==> config.mk <==
export PLATFORM = sky130hd
export DESIGN_NAME = rx_deser_param_flat
export DESIGN_NICKNAME = d
export VERILOG_FILES = /design/src/rtl/rx_deser_param_pkg.sv /design/src/rtl/rx_deser_param_if.sv /design/src/rtl/rx_deser_param.sv /design/src/flat_wrapper.sv
export SDC_FILE = /design/constraint.sdc
export NUM_CORES = 1
export LEC_CHECK = 0
export CAP_MARGIN = 20
export CORE_UTILIZATION = 49
export CTS_BUF_LIST = sky130_fd_sc_hd__clkbuf_4 sky130_fd_sc_hd__clkbuf_8
export DETAILED_ROUTE_END_ITERATION = 8
export PLACE_DENSITY = 0.88
export SYNTH_ARGS = -nofsm -noshare
export SYNTH_HDL_FRONTEND = slang
export SYNTH_SLANG_ARGS = --single-unit
==> constraint.sdc <==
create_clock -name CLK -period 3.6 [get_ports CLK]
set_input_delay 0.72 -clock CLK [delete_from_list [all_inputs] [get_ports CLK]]
set_output_delay 0.72 -clock CLK [all_outputs]
set_load 0.01 [all_outputs]
==> src/rtl/rx_deser_param_pkg.sv <==
// Shared types and helpers for the parametrised RX deserializer.
// The optional parity feature is controlled by RX_DESER_PARITY_EN (see rx_deser_param.sv).
package rx_pkg;

    typedef enum logic [1:0] {
        IDLE  = 2'd0,
        SHIFT = 2'd1,
        DONE  = 2'd2
    } rx_deser_state_e;

    localparam int MIN_DATA_LEN = 5;
    localparam int DATA_W_DEF   = 8;

    // Out-of-range frame lengths fall back to the full word width.
    function automatic int clamp_len(input int len, input int max_len);
        if (len < MIN_DATA_LEN || len > max_len) begin
            return max_len;
        end
        return len;
    endfunction

endpackage

==> src/rtl/rx_deser_param_if.sv <==
// Bundle between the RX FSM/sampler side (master) and the deserializer (slave).
// par_odd/par_calc exist only when RX_DESER_PARITY_EN is defined.
interface rx_deser_if #(
    parameter int DATA_W     = 8,
    parameter int PRESCALE_W = 6,
    parameter int LEN_W      = $clog2(DATA_W + 1)
);
    logic                  deser_en;
    logic [PRESCALE_W-1:0] edge_cnt;
    logic [PRESCALE_W-1:0] prescale;
    logic                  sampled_bit;
    logic [LEN_W-1:0]      data_len;
    logic                  msb_first;
    logic [DATA_W-1:0]     P_DATA;
    logic                  data_done;
    logic                  busy;
`ifdef RX_DESER_PARITY_EN
    logic                  par_odd;
    logic                  par_calc;
`endif

    modport master (
        output deser_en, edge_cnt, prescale, sampled_bit, data_len, msb_first,
`ifdef RX_DESER_PARITY_EN
        output par_odd,
        input  par_calc,
`endif
        input  P_DATA, data_done, busy
    );

    modport slave (
        input  deser_en, edge_cnt, prescale, sampled_bit, data_len, msb_first,
`ifdef RX_DESER_PARITY_EN
        input  par_odd,
        output par_calc,
`endif
        output P_DATA, data_done, busy
    );
endinterface

==> src/rtl/rx_deser_param.sv <==
// Parametrised RX deserializer: collects len bits LSB- or MSB-first, publishes P_DATA on completion.
// Define RX_DESER_PARITY_EN to add the par_odd input and registered par_calc output.
module rx_deser_param
    import rx_pkg::*;
#(
    parameter int DATA_W     = DATA_W_DEF,
    parameter int PRESCALE_W = 6,
    parameter int LEN_W      = $clog2(DATA_W + 1)
) (
    input  logic        CLK,
    input  logic        RST,
    rx_deser_if.slave   bus
);

    rx_deser_state_e       r_state, w_state_nxt;
    logic [DATA_W-1:0]     r_shreg, w_shreg_nxt;
    logic [DATA_W-1:0]     r_pdata;
    logic [LEN_W-1:0]      r_bit_idx, r_len;
    logic                  r_mode;
    logic [LEN_W-1:0]      w_len_clamp, w_cur_len, w_cur_idx, w_pos;
    logic                  w_cur_mode;
    logic [PRESCALE_W-1:0] w_pm1;
    logic                  w_latch, w_last;
    logic                  w_busy, w_done;

    assign w_pm1       = bus.prescale - PRESCALE_W'(1);
    // prescale==0 would wrap to all-ones; suppress instead of latching.
    assign w_latch     = bus.deser_en && (bus.prescale != '0) && (bus.edge_cnt == w_pm1);
    assign w_len_clamp = LEN_W'(clamp_len(int'(bus.data_len), DATA_W));
    assign w_last      = (r_state == SHIFT) && w_latch && (r_bit_idx == r_len - LEN_W'(1));

    // Frame parameters come from the live inputs on the IDLE->SHIFT edge, else from the captures.
    always_comb begin
        w_cur_len   = (r_state == IDLE) ? w_len_clamp   : r_len;
        w_cur_mode  = (r_state == IDLE) ? bus.msb_first : r_mode;
        w_cur_idx   = (r_state == IDLE) ? '0            : r_bit_idx;
        w_pos       = w_cur_mode ? (w_cur_len - LEN_W'(1) - w_cur_idx) : w_cur_idx;
        w_shreg_nxt = (r_state == IDLE) ? '0 : r_shreg;
        for (int i = 0; i < DATA_W; i++) begin
            if (LEN_W'(i) == w_pos) begin
                w_shreg_nxt[i] = bus.sampled_bit;
            end
        end
    end

    always_ff @(posedge CLK or posedge RST) begin
        if (RST) begin
            r_state <= IDLE;
        end else begin
            r_state <= w_state_nxt;
        end
    end

    always_comb begin
        w_state_nxt = r_state;
        case (r_state)
            IDLE:    if (bus.deser_en) w_state_nxt = SHIFT;
            SHIFT: begin
                if (!bus.deser_en)  w_state_nxt = IDLE;
                else if (w_last)    w_state_nxt = DONE;
            end
            DONE:    w_state_nxt = IDLE;
            default: w_state_nxt = IDLE;
        endcase
    end

    always_comb begin
        w_busy = (r_state == SHIFT);
        w_done = (r_state == DONE);
    end

    always_ff @(posedge CLK or posedge RST) begin
        if (RST) begin
            r_shreg   <= '0;
            r_bit_idx <= '0;
            r_len     <= LEN_W'(DATA_W);
            r_mode    <= 1'b0;
            r_pdata   <= '0;
        end else begin
            case (r_state)
                IDLE: begin
                    if (bus.deser_en) begin
                        r_len     <= w_len_clamp;
                        r_mode    <= bus.msb_first;
                        r_shreg   <= w_latch ? w_shreg_nxt : '0;
                        r_bit_idx <= w_latch ? LEN_W'(1) : '0;
                    end
                end
                SHIFT: begin
                    if (!bus.deser_en) begin
                        r_shreg   <= '0;
                        r_bit_idx <= '0;
                    end else if (w_last) begin
                        r_pdata   <= w_shreg_nxt;
                        r_shreg   <= '0;
                        r_bit_idx <= '0;
                    end else if (w_latch) begin
                        r_shreg   <= w_shreg_nxt;
                        r_bit_idx <= r_bit_idx + LEN_W'(1);
                    end
                end
                default: ;
            endcase
        end
    end

`ifdef RX_DESER_PARITY_EN
    logic r_par_odd, r_par;

    always_ff @(posedge CLK or posedge RST) begin
        if (RST) begin
            r_par_odd <= 1'b0;
            r_par     <= 1'b0;
        end else begin
            if (r_state == IDLE && bus.deser_en) begin
                r_par_odd <= bus.par_odd;
            end
            if (w_last) begin
                r_par <= (^w_shreg_nxt) ^ r_par_odd;
            end
        end
    end

    assign bus.par_calc = r_par;
`endif

    assign bus.P_DATA    = r_pdata;
    assign bus.data_done = w_done;
    assign bus.busy      = w_busy;

endmodule

==> src/flat_wrapper.sv <==
// flat-port wrapper written by rule: the top's interface ports become plain ports
module rx_deser_param_flat import rx_pkg::*;
#(
    parameter int DATA_W     = DATA_W_DEF,
    parameter int PRESCALE_W = 6,
    parameter int LEN_W      = $clog2(DATA_W + 1)
)
  (CLK, RST, bus_deser_en, bus_edge_cnt, bus_prescale, bus_sampled_bit, bus_data_len, bus_msb_first, bus_P_DATA, bus_data_done, bus_busy);
  rx_deser_if #(.DATA_W(DATA_W), .PRESCALE_W(PRESCALE_W), .LEN_W(LEN_W)) bus_i ();
  input  logic CLK;
  input  logic RST;
  input wire logic [$bits(bus_i.deser_en)-1:0] bus_deser_en;
  input wire logic [$bits(bus_i.edge_cnt)-1:0] bus_edge_cnt;
  input wire logic [$bits(bus_i.prescale)-1:0] bus_prescale;
  input wire logic [$bits(bus_i.sampled_bit)-1:0] bus_sampled_bit;
  input wire logic [$bits(bus_i.data_len)-1:0] bus_data_len;
  input wire logic [$bits(bus_i.msb_first)-1:0] bus_msb_first;
  output wire logic [$bits(bus_i.P_DATA)-1:0] bus_P_DATA;
  output wire logic [$bits(bus_i.data_done)-1:0] bus_data_done;
  output wire logic [$bits(bus_i.busy)-1:0] bus_busy;
  assign bus_i.deser_en = bus_deser_en;
  assign bus_i.edge_cnt = bus_edge_cnt;
  assign bus_i.prescale = bus_prescale;
  assign bus_i.sampled_bit = bus_sampled_bit;
  assign bus_i.data_len = bus_data_len;
  assign bus_i.msb_first = bus_msb_first;
  assign bus_P_DATA = bus_i.P_DATA;
  assign bus_data_done = bus_i.data_done;
  assign bus_busy = bus_i.busy;
  rx_deser_param #(.DATA_W(DATA_W), .PRESCALE_W(PRESCALE_W), .LEN_W(LEN_W)) u_core (.CLK(CLK), .RST(RST), .bus(bus_i));
endmodule
==> results.toml, run 1 <==
[run_status]
status = "complete, no violations"

[cells_and_area]
final_cell_mix = "35 x nand2_1, 30 x clkdlybuf4s50_1, 26 x dfrtp_1"
antenna_cells = 0
fillers = 269
utilization = 0.675
design_area_um2 = 2320
syn2layout_area_growth_pct = 28.8
drive_gt1_frac = 0.132
final_nets = 280
layout_commonest_cell = "nand2_1"

[sta]
setup_viol = 0
maxSlewViolCount = 0
max_slew_margin = 0.503
timing_hold_violations_final = 0
timing.final.crit_share = 0.950
setup_ws_ns = 0.181
max_freq_ghz = 0.292
worstMarginPinSlew_ns = 0.727
clock-skew-final_ns = 0.00360
fin_crit_ns = 3.42

[placed_design]
hpwl_mm = 3.05
placedInstanceArea_um2 = 2220
numPortBuffers = 30
gp_congestion = 0.884
place_ws_ns = -0.262

[detailed_routing]
via_count = 1676
avgViaCountPerCell = 5.66
detail_route.wl_per_cell_um = 13.8
drtAntennaViolNets = 0
finalWirelength_mm = 4.08
drc_errors = 0
drtPass1Iterations = 4
drt_iter0_markers = 52

[floorplanning]
io_pins = 31
coreArea_um2 = 3440
start_util = 0.525
die-area_um2 = 3930
num_rows = 21
fp.dieH_um = 62.7
die_w_um = 62.7

[logic_synthesis]
synth_area_um2 = 1810
netlist.area_leader.share = 0.360
synth_ff_type = "dfrtp_1"
synth_seq_cells = 27
synth-async-reset-ratio = 1.00
syn-num-nets = 239
yosys_warnings = 0
synth_area_leader_cell = "dfrtp_1"
syn_avg_cell_area_um2 = 8.60
synth_top_cells_by_area = "dfrtp_1 36%, nand2_1 7.3%, ha_1 4.9%"
ys_types = 46
synthCells = 210
seq_area_frac_synth = 0.375
synth_edf_count = 0

[power_and_ir_drop]
p_leak_nw = 0.979
pwr-share-seq = 0.463
peakVddDrop_mv = 0.135
pwr-share-clk = 0.264
p_int_uw = 480
power.density_nw_per_um2 = 296
sw_frac_of_total = 0.302
p_switching_uw = 208
fin_total_pwr_uw = 688
pwr-share-comb = 0.272

[global_routing]
grt_first_pass_wirelength_mm = 6.94
grt_max_degree = 28
track_usage = 0.221
grt_pass1_vias = 1593
antenna_found_initial = 0
grt-ovfl-total = 0

[clock_tree]
htree_num_levels = 1
cts_buffer_depth = 2
clkLatencyLatePin_ns = 0.28
cts_buffers = 3
cts_root_buffer = "clkbuf_8"
cts_tree = "yes"
postCtsSetupBuffers = 0
ctsHoldBuffers = 0
clock-sinks = 27
cts.clk_slew.worst_paths_ns = 0.10

[worst_hold_path]
hold_start = "u_core.bus.P_DATA[0]$_DFFE_PP0P_"
min_to = "u_core.bus.P_DATA[0]$_DFFE_PP0P_"
hp-class = "reg -> reg"
hold_path_depth = 2

[critical_path]
startpoint_type = "input port"
required_ns = 3.76
path_class = "in -> reg"
cp-end-kind = "register"
timing.rr.end = "u_core.bus.P_DATA[5]$_DFFE_PP0P_"
timing.critical_path.from = "bus_data_len[2]"
rr_worst_depth = 12
path_max_fanout = 3
r2r-start = "u_core.r_state[1]$_DFFE_PP0P_"
r2r_slack_ns = 0.29
worstPathArrival_ns = 3.58

[run]
maxCapViolations = 0
==> worst max-delay path, stage by stage <==
cell and delay, ns:
clkdlybuf4s50_1 0.44, nor2b_2 0.15, nand2_1 0.08, o21ai_0 0.15
ha_1 0.19, inv_1 0.05, fa_1 0.40, xnor2_2 0.19
a22oi_1 0.12, o21a_1 0.21, nand2b_1 0.19, or3_1 0.34
a31oi_2 0.21, o21ai_0 0.13
==> sequential cells by signal (all words and copies together), names as in the netlist <==
name               flops
u_core.r_mode          1
u_core.r_state         2
u_core.r_shreg         8
u_core.r_len           4
u_core.bus.P_DATA      8
u_core.r_bit_idx       4
==> power by group through the flow <==
| stage | Clock [mW] | Sequential (mW) | Combinational, mW |
|---|---|---|---|
| 4_1_cts | 0.184 | 0.319 | 0.175 |
| 6_report | 0.182 | 0.319 | 0.187 |
| 3_3_place_gp | 0 | 0.324 | 0.168 |
| 5_1_grt | 0.196 | 0.320 | 0.206 |
| 2_1_floorplan | 0 | 0.323 | 0.113 |
| 3_5_place_dp | 0 | 0.325 | 0.174 |
==> worst max path at each step <==
stage	end	slack (ns)	cells after the start
final	u_core.bus.P_DATA[5]$_DFFE_PP0P_	0.18	14
after detailed placement	u_core.bus.P_DATA[7]$_DFFE_PP0P_	-0.26	14
after global routing	u_core.bus.P_DATA[5]$_DFFE_PP0P_	-0.05	14
after global placement	u_core.bus.P_DATA[5]$_DFFE_PP0P_	-0.11	14
after floorplan	u_core.bus.P_DATA[7]$_DFFE_PP0P_	0.26	14
after CTS	u_core.bus.P_DATA[7]$_DFFE_PP0P_	0.04	14
==> metrics by stage <==
stage	hold WS, ns	cells	setup TNS [ns]
3_3_place_gp	0.460	291	-0.659
5_1_grt	0.530	296	-0.0480
2_1_floorplan	0.455	210	0
4_1_cts	0.491	295	0
3_5_place_dp	0.470	291	-1.69
6_report	0.481	296	0
==> final cells by class <==
type / count / area (µm²) / area share
clock inverters: 1 / 7.51 / 0.00323
inverters: 11 / 42.5 / 0.0183
well taps: 46 / 57.6 / 0.0248
multi-input cells: 166 / 1090 / 0.468
flip-flops and latches: 27 / 677 / 0.291
clock buffers: 3 / 41.3 / 0.0178
repair buffers: 42 / 410 / 0.177
==> what timing repair did <==
item / in CTS / in global routing
endpoints found under the hold margin: 0 / 0
setup endpoints to repair: 0 / 12
resized for setup: 0 / 6
==> logic make-up after synthesis <==
group / count (synthesis) / synth area share
xor gates and xnor gates: 14 / 0.0679
adders and majority gates: 8 / 0.0596
and+or+nand+nor: 87 / 0.245
AOI/OAI and AO/OA: 52 / 0.184
DFF: 27 / 0.375
buffers and inverters: 17 / 0.0374
muxes: 5 / 0.0312
==> synthesized netlist by cell type (7+ instances only) <==
| cell | n |
|---|---|
| nand2_1 | 35 |
| dfrtp_1 | 26 |
| o21ai_0 | 13 |
| o21ai_1 | 11 |
| inv_1 | 10 |
| nor2_1 | 10 |
| xnor2_1 | 9 |
| ha_1 | 7 |
| nand3_1 | 7 |
| nor4_1 | 7 |
==> layer usage <==
layer,share of wire,track usage
met1,0.43,0.277
met2,0.50,0.380
met3,0.041,0.0219
met4,0.027,0.102
met5,0,0
(Power assumes the default switching activity.)
==> inputs of run 2 (changes only) <==
CAP_MARGIN = 30   (was 20)
GPL_TIMING_DRIVEN = 0   (was unset)
==> run 2 against run 1 <==
  * Critical path depth is the same
  * Power shrank 2.3%
  * Die area is the same
  * Combinational power shrank 7%
  * Via count shrank 2.2%
==> results.toml, run 2 (synthesis gave the netlist of run 1 again) <==
[detailed_routing]
detail_route.wl_per_cell_um = 13.1
drtPass1Iterations = 5
drt_iter0_markers = 61
avgViaCountPerCell = 5.65
finalWirelength_mm = 3.79
drtAntennaViolNets = 0
via_count = 1639
drc_errors = 0

[floorplanning]
die-area_um2 = 3930
num_rows = 21
io_pins = 31
die_w_um = 62.7
fp.dieH_um = 62.7
coreArea_um2 = 3440
start_util = 0.525

[sta]
timing_hold_violations_final = 0
timing.final.crit_share = 0.949
setup_viol = 0
maxSlewViolCount = 0
max_slew_margin = 0.468
worstMarginPinSlew_ns = 0.778
max_freq_ghz = 0.293
clock-skew-final_ns = 0.00536
rsz0062_at_grt = "true"
fin_setup_tns_ns = 0
fin_crit_ns = 3.42

[power_and_ir_drop]
power.density_nw_per_um2 = 297
p_leak_nw = 0.935
peakVddDrop_mv = 0.149
fin_total_pwr_uw = 673

[critical_path]
r2r_slack_ns = 0.19
required_ns = 3.80
startpoint_type = "input port"
path_max_fanout = 3
crit_path_cell_trace = "clkdlybuf4s50_1 -> nor2b_2 -> nand2_1 -> o21ai_1 -> ha_1 -> inv_1 -> fa_1 -> xnor2_2 -> a22oi_1 -> o21a_1 -> nand2b_1 -> nor3_4 -> mux2_2 -> o21ai_1"
crit_slowest_cell = "clkdlybuf4s50_1"
critical_path.max_stage_delay_ns = 0.46
cp-end-kind = "register"
worstPathArrival_ns = 3.61
cp_common_cell = "o21ai_1"
path_class = "in -> reg"

[placed_design]
placedInstanceArea_um2 = 2180
gp_congestion = 0.856
hpwl_mm = 2.93
numPortBuffers = 30

[clock_tree]
cts_buffer_depth = 2
htree_num_levels = 1
clock-sinks = 27
cts.clk_slew.worst_paths_ns = 0.10
cts_tree = "yes"
postCtsSetupBuffers = 0
cts_root_buffer = "clkbuf_8"
cts_buffers = 3
clkLatencyLatePin_ns = 0.28
ctsHoldBuffers = 0

[global_routing]
antenna_found_initial = 0
grt_first_pass_wirelength_mm = 6.90
track_usage = 0.219
grt_pass1_vias = 1603
grt_max_degree = 17
grt-ovfl-total = 0

[cells_and_area]
final_nets = 274
final_cell_mix = "35 x nand2_1, 30 x clkdlybuf4s50_1, 24 x dfrtp_1"
syn2layout_area_growth_pct = 25.5
layout_commonest_cell = "nand2_1"
antenna_cells = 0
drive_gt1_frac = 0.119
fillers = 288
design_area_um2 = 2270

[worst_hold_path]
hp-class = "reg -> reg"

[run_status]
status = "complete, no violations"

[run]
maxCapViolations = 0
-- run 2: final timing paths --
kind                                                  start                               end  cells after the start
max                                         bus_data_len[2]  u_core.bus.P_DATA[7]$_DFFE_PP0P_                     14
min                        u_core.bus.P_DATA[1]$_DFFE_PP0P_  u_core.bus.P_DATA[1]$_DFFE_PP0P_                      2
max reg2reg                   u_core.r_state[1]$_DFFE_PP0P_  u_core.bus.P_DATA[7]$_DFFE_PP0P_                     13
min reg2reg                u_core.bus.P_DATA[1]$_DFFE_PP0P_  u_core.bus.P_DATA[1]$_DFFE_PP0P_                      2
max in group asynchronous                               RST       u_core.r_len[3]$_DFFE_PP1P_                      3
min in group asynchronous                               RST  u_core.bus.P_DATA[7]$_DFFE_PP0P_                      2
-- run 2: area by class of cell --
cell class	count	area [µm²]	area share
clock inverters	1	7.51	0.00331
clock buffers	3	41.3	0.0182
inverters	11	42.5	0.0188
plain buffers	5	23.8	0.0105
repair buffers	31	315	0.139
multi-input cells	166	1100	0.485
well taps	46	57.6	0.0254
flip-flops and latches	27	679	0.300
-- run 2: worst max-delay path, delay by kind of cell --
kind / cells / cell delay [ns]
and+or+nand+nor: 4 / 0.62
AOI/OAI and AO/OA: 4 / 0.60
adders and majority gates: 2 / 0.58
buffers and inverters: 2 / 0.52
muxes: 1 / 0.35
xor gates and xnor gates: 1 / 0.21
-- run 2: through the flow --
stage / std cells / worst slack (ns) / utilization / hold WS, ns
finish: 290 / 0.184 / 0.658 / 0.485
CTS: 291 / 0.000240 / 0.651 / 0.493
detailed placement: 287 / -0.442 / 0.633 / 0.470
global placement: 286 / -0.366 / 0.628 / 0.464
floorplan: 210 / 0.264 / - / 0.455
global route: 290 / -0.00176 / 0.658 / 0.535
-- run 2: report_power, final --
group          total (mW)  switching [mW]  internal, mW
Clock               0.181           0.102        0.0787
Combinational       0.173          0.0921        0.0808
Sequential          0.319         0.00843         0.311
-- run 2: repair_timing --
item / in CTS / in global routing
cloned: 0 / 0
resized for setup: 5 / 12
pin swaps: 0 / 2
endpoints found under the setup margin: 7 / 16
endpoints found under the hold margin: 0 / 0
-- run 2: metal layers --
metal / vias to the layer above / routed length [µm] / GRT usage
li1: 824 / - / -
met1: 760 / 1680 / 0.265
met2: 46 / 1910 / 0.386
met3: 9 / 159 / 0.0274
met4: 0 / 43 / 0.0959
met5: - / 0 / 0
==> inputs of run 3 (changes only) <==
CELL_PAD_IN_SITES_DETAIL_PLACEMENT = 0   (was unset)
CELL_PAD_IN_SITES_GLOBAL_PLACEMENT = 1   (was unset)
CORE_UTILIZATION = 37   (was 49)
==> run 3 against run 2 <==
  * Fmax increased by 0.70%
  * Register-to-register slack better by 0.08 ns
  * Routed wire length is 6.0% higher
  * Clock power is essentially flat
  * First-iteration DRC count rose by 72%
  * Final cell count increased by 7.6%
  * Design area grew 1.3%
  * Worst setup slack improved by 0.024 ns
  * Highest routed layer unchanged
  * Non-clock buffer count grew 1
  * Clock skew decreased by 0.0037 ns
  * Clock-buffer cell count unchanged
  * Critical path type unchanged
  * Core utilization is 17 points lower
==> results.toml, run 3 (synthesis gave the netlist of run 1 again) <==
[clock_tree]
cts.clk_slew.worst_paths_ns = 0.10
cts_buffers = 3
clock-sinks = 27
cts_buffer_depth = 2
htree_num_levels = 1
clkLatencyLatePin_ns = 0.28
ctsHoldBuffers = 0
cts_root_buffer = "clkbuf_8"
cts_tree = "yes"

[global_routing]
track_usage = 0.164
grt-ovfl-total = 0
grt_pass1_vias = 1509
antenna_found_initial = 0
grt_max_degree = 17
grt_first_pass_wirelength_mm = 6.69

[floorplanning]
start_util = 0.382
num_rows = 25
fp.dieH_um = 71.9
io_pins = 31
die_w_um = 71.9
die-area_um2 = 5160
coreArea_um2 = 4720

[cells_and_area]
final_cell_mix = "35 x nand2_1, 30 x clkdlybuf4s50_1, 25 x dfrtp_1"
final_nets = 275
drive_gt1_frac = 0.110
antenna_cells = 0
syn2layout_area_growth_pct = 27.1
layout_commonest_cell = "nand2_1"

[critical_path]
r2r-start = "u_core.r_state[1]$_DFFE_PP0P_"
timing.critical_path.from = "bus_prescale[0]"
r2r_slack_ns = 0.27
path_class = "in -> reg"
worstPathArrival_ns = 3.57
required_ns = 3.78
startpoint_type = "input port"
rr_worst_depth = 13
path_max_fanout = 10
cp-end-kind = "register"
timing.rr.end = "u_core.bus.P_DATA[5]$_DFFE_PP0P_"

[sta]
timing.hold.ws_ns = 0.486
setup_ws_ns = 0.208
maxSlewViolCount = 0
max_freq_ghz = 0.295
max_slew_margin = 0.509
timing_hold_violations_final = 0
setup_viol = 0
rsz0062_at_grt = "false"
worstMarginPinSlew_ns = 0.718
clock-skew-final_ns = 0.00169
timing.final.crit_share = 0.942
fin_crit_ns = 3.39

[run]
maxCapViolations = 0

[worst_hold_path]
hold_path_depth = 2
min_to = "u_core.bus.P_DATA[1]$_DFFE_PP0P_"
hold_start = "u_core.bus.P_DATA[1]$_DFFE_PP0P_"
hp-class = "reg -> reg"

[placed_design]
hpwl_mm = 3.11
gp_congestion = 0.800
place_ws_ns = -0.400
numPortBuffers = 30

[detailed_routing]
drtPass1Iterations = 4
finalWirelength_mm = 4.02
via_count = 1600
drc_errors = 0
drt_iter0_markers = 105
detail_route.wl_per_cell_um = 12.9
drtAntennaViolNets = 0
avgViaCountPerCell = 5.13

[power_and_ir_drop]
p_leak_nw = 0.946
power.density_nw_per_um2 = 295
peakVddDrop_mv = 0.136

[run_status]
status = "complete, no violations"
-- run 3: final cells by class --
cell class	count	area (µm²)
Multi-Input combinational cell	166	1080
Clock inverter	1	7.51
Buffer	5	26.3
Sequential cell	27	678
Inverter	11	42.5
Clock buffer	3	41.3
Fill cell	470	2430
Tap cell	67	83.8
Timing Repair Buffer	32	335
-- run 3: where the power goes --
group	total (mW)	internal (mW)	switching [mW]	leakage, nW
registers	0.319	0.311	0.00812	0.366
logic	0.174	0.0824	0.0920	0.559
clock network	0.183	0.0789	0.104	0.0217
-- run 3: worst max-delay path, stage by stage --
cell and delay, ns:
clkdlybuf4s50_1 0.53, inv_1 0.09, ha_1 0.26, o21ba_1 0.20
a221o_1 0.35, a211oi_2 0.23, nand4_1 0.48, nand3_1 0.36
nor2_1 0.08, a211o_1 0.26
-- run 3: how the worst max path moves through the flow --
stage / end / slack [ns]
2_1_floorplan: u_core.bus.P_DATA[7]$_DFFE_PP0P_ / 0.26
3_5_place_dp: u_core.bus.P_DATA[7]$_DFFE_PP0P_ / -0.40
5_1_grt: u_core.bus.P_DATA[5]$_DFFE_PP0P_ / 0.03
6_report: u_core.r_bit_idx[3]$_DFFE_PP0P_ / 0.21
3_3_place_gp: u_core.bus.P_DATA[7]$_DFFE_PP0P_ / -0.37
4_1_cts: u_core.bus.P_DATA[7]$_DFFE_PP0P_ / 0.04
-- run 3: repair_timing --
action	CTS	global route
pin swaps	1	2
endpoints found under the setup margin	8	16
gates resized for setup	5	7
buffers inserted	1	0
-- run 3: per-stage QoR --
step	cell area, µm²	cells	power [mW]	utilization	setup TNS, ns
final	2290	312	0.676	0.486	0
after global routing	2290	312	0.713	0.486	0
after CTS	2290	312	0.676	0.484	0
after detailed placement	2220	308	0.492	0.469	-3.21
after global placement	2190	307	0.485	0.464	-2.75
after floorplan	1810	210	0.435	-	0
-- run 3: routing by layer --
metal,track usage,part of all wire
met1,0.204,0.47
met2,0.296,0.49
met3,0.0197,0.026
met4,0.0523,0.013
met5,0,0
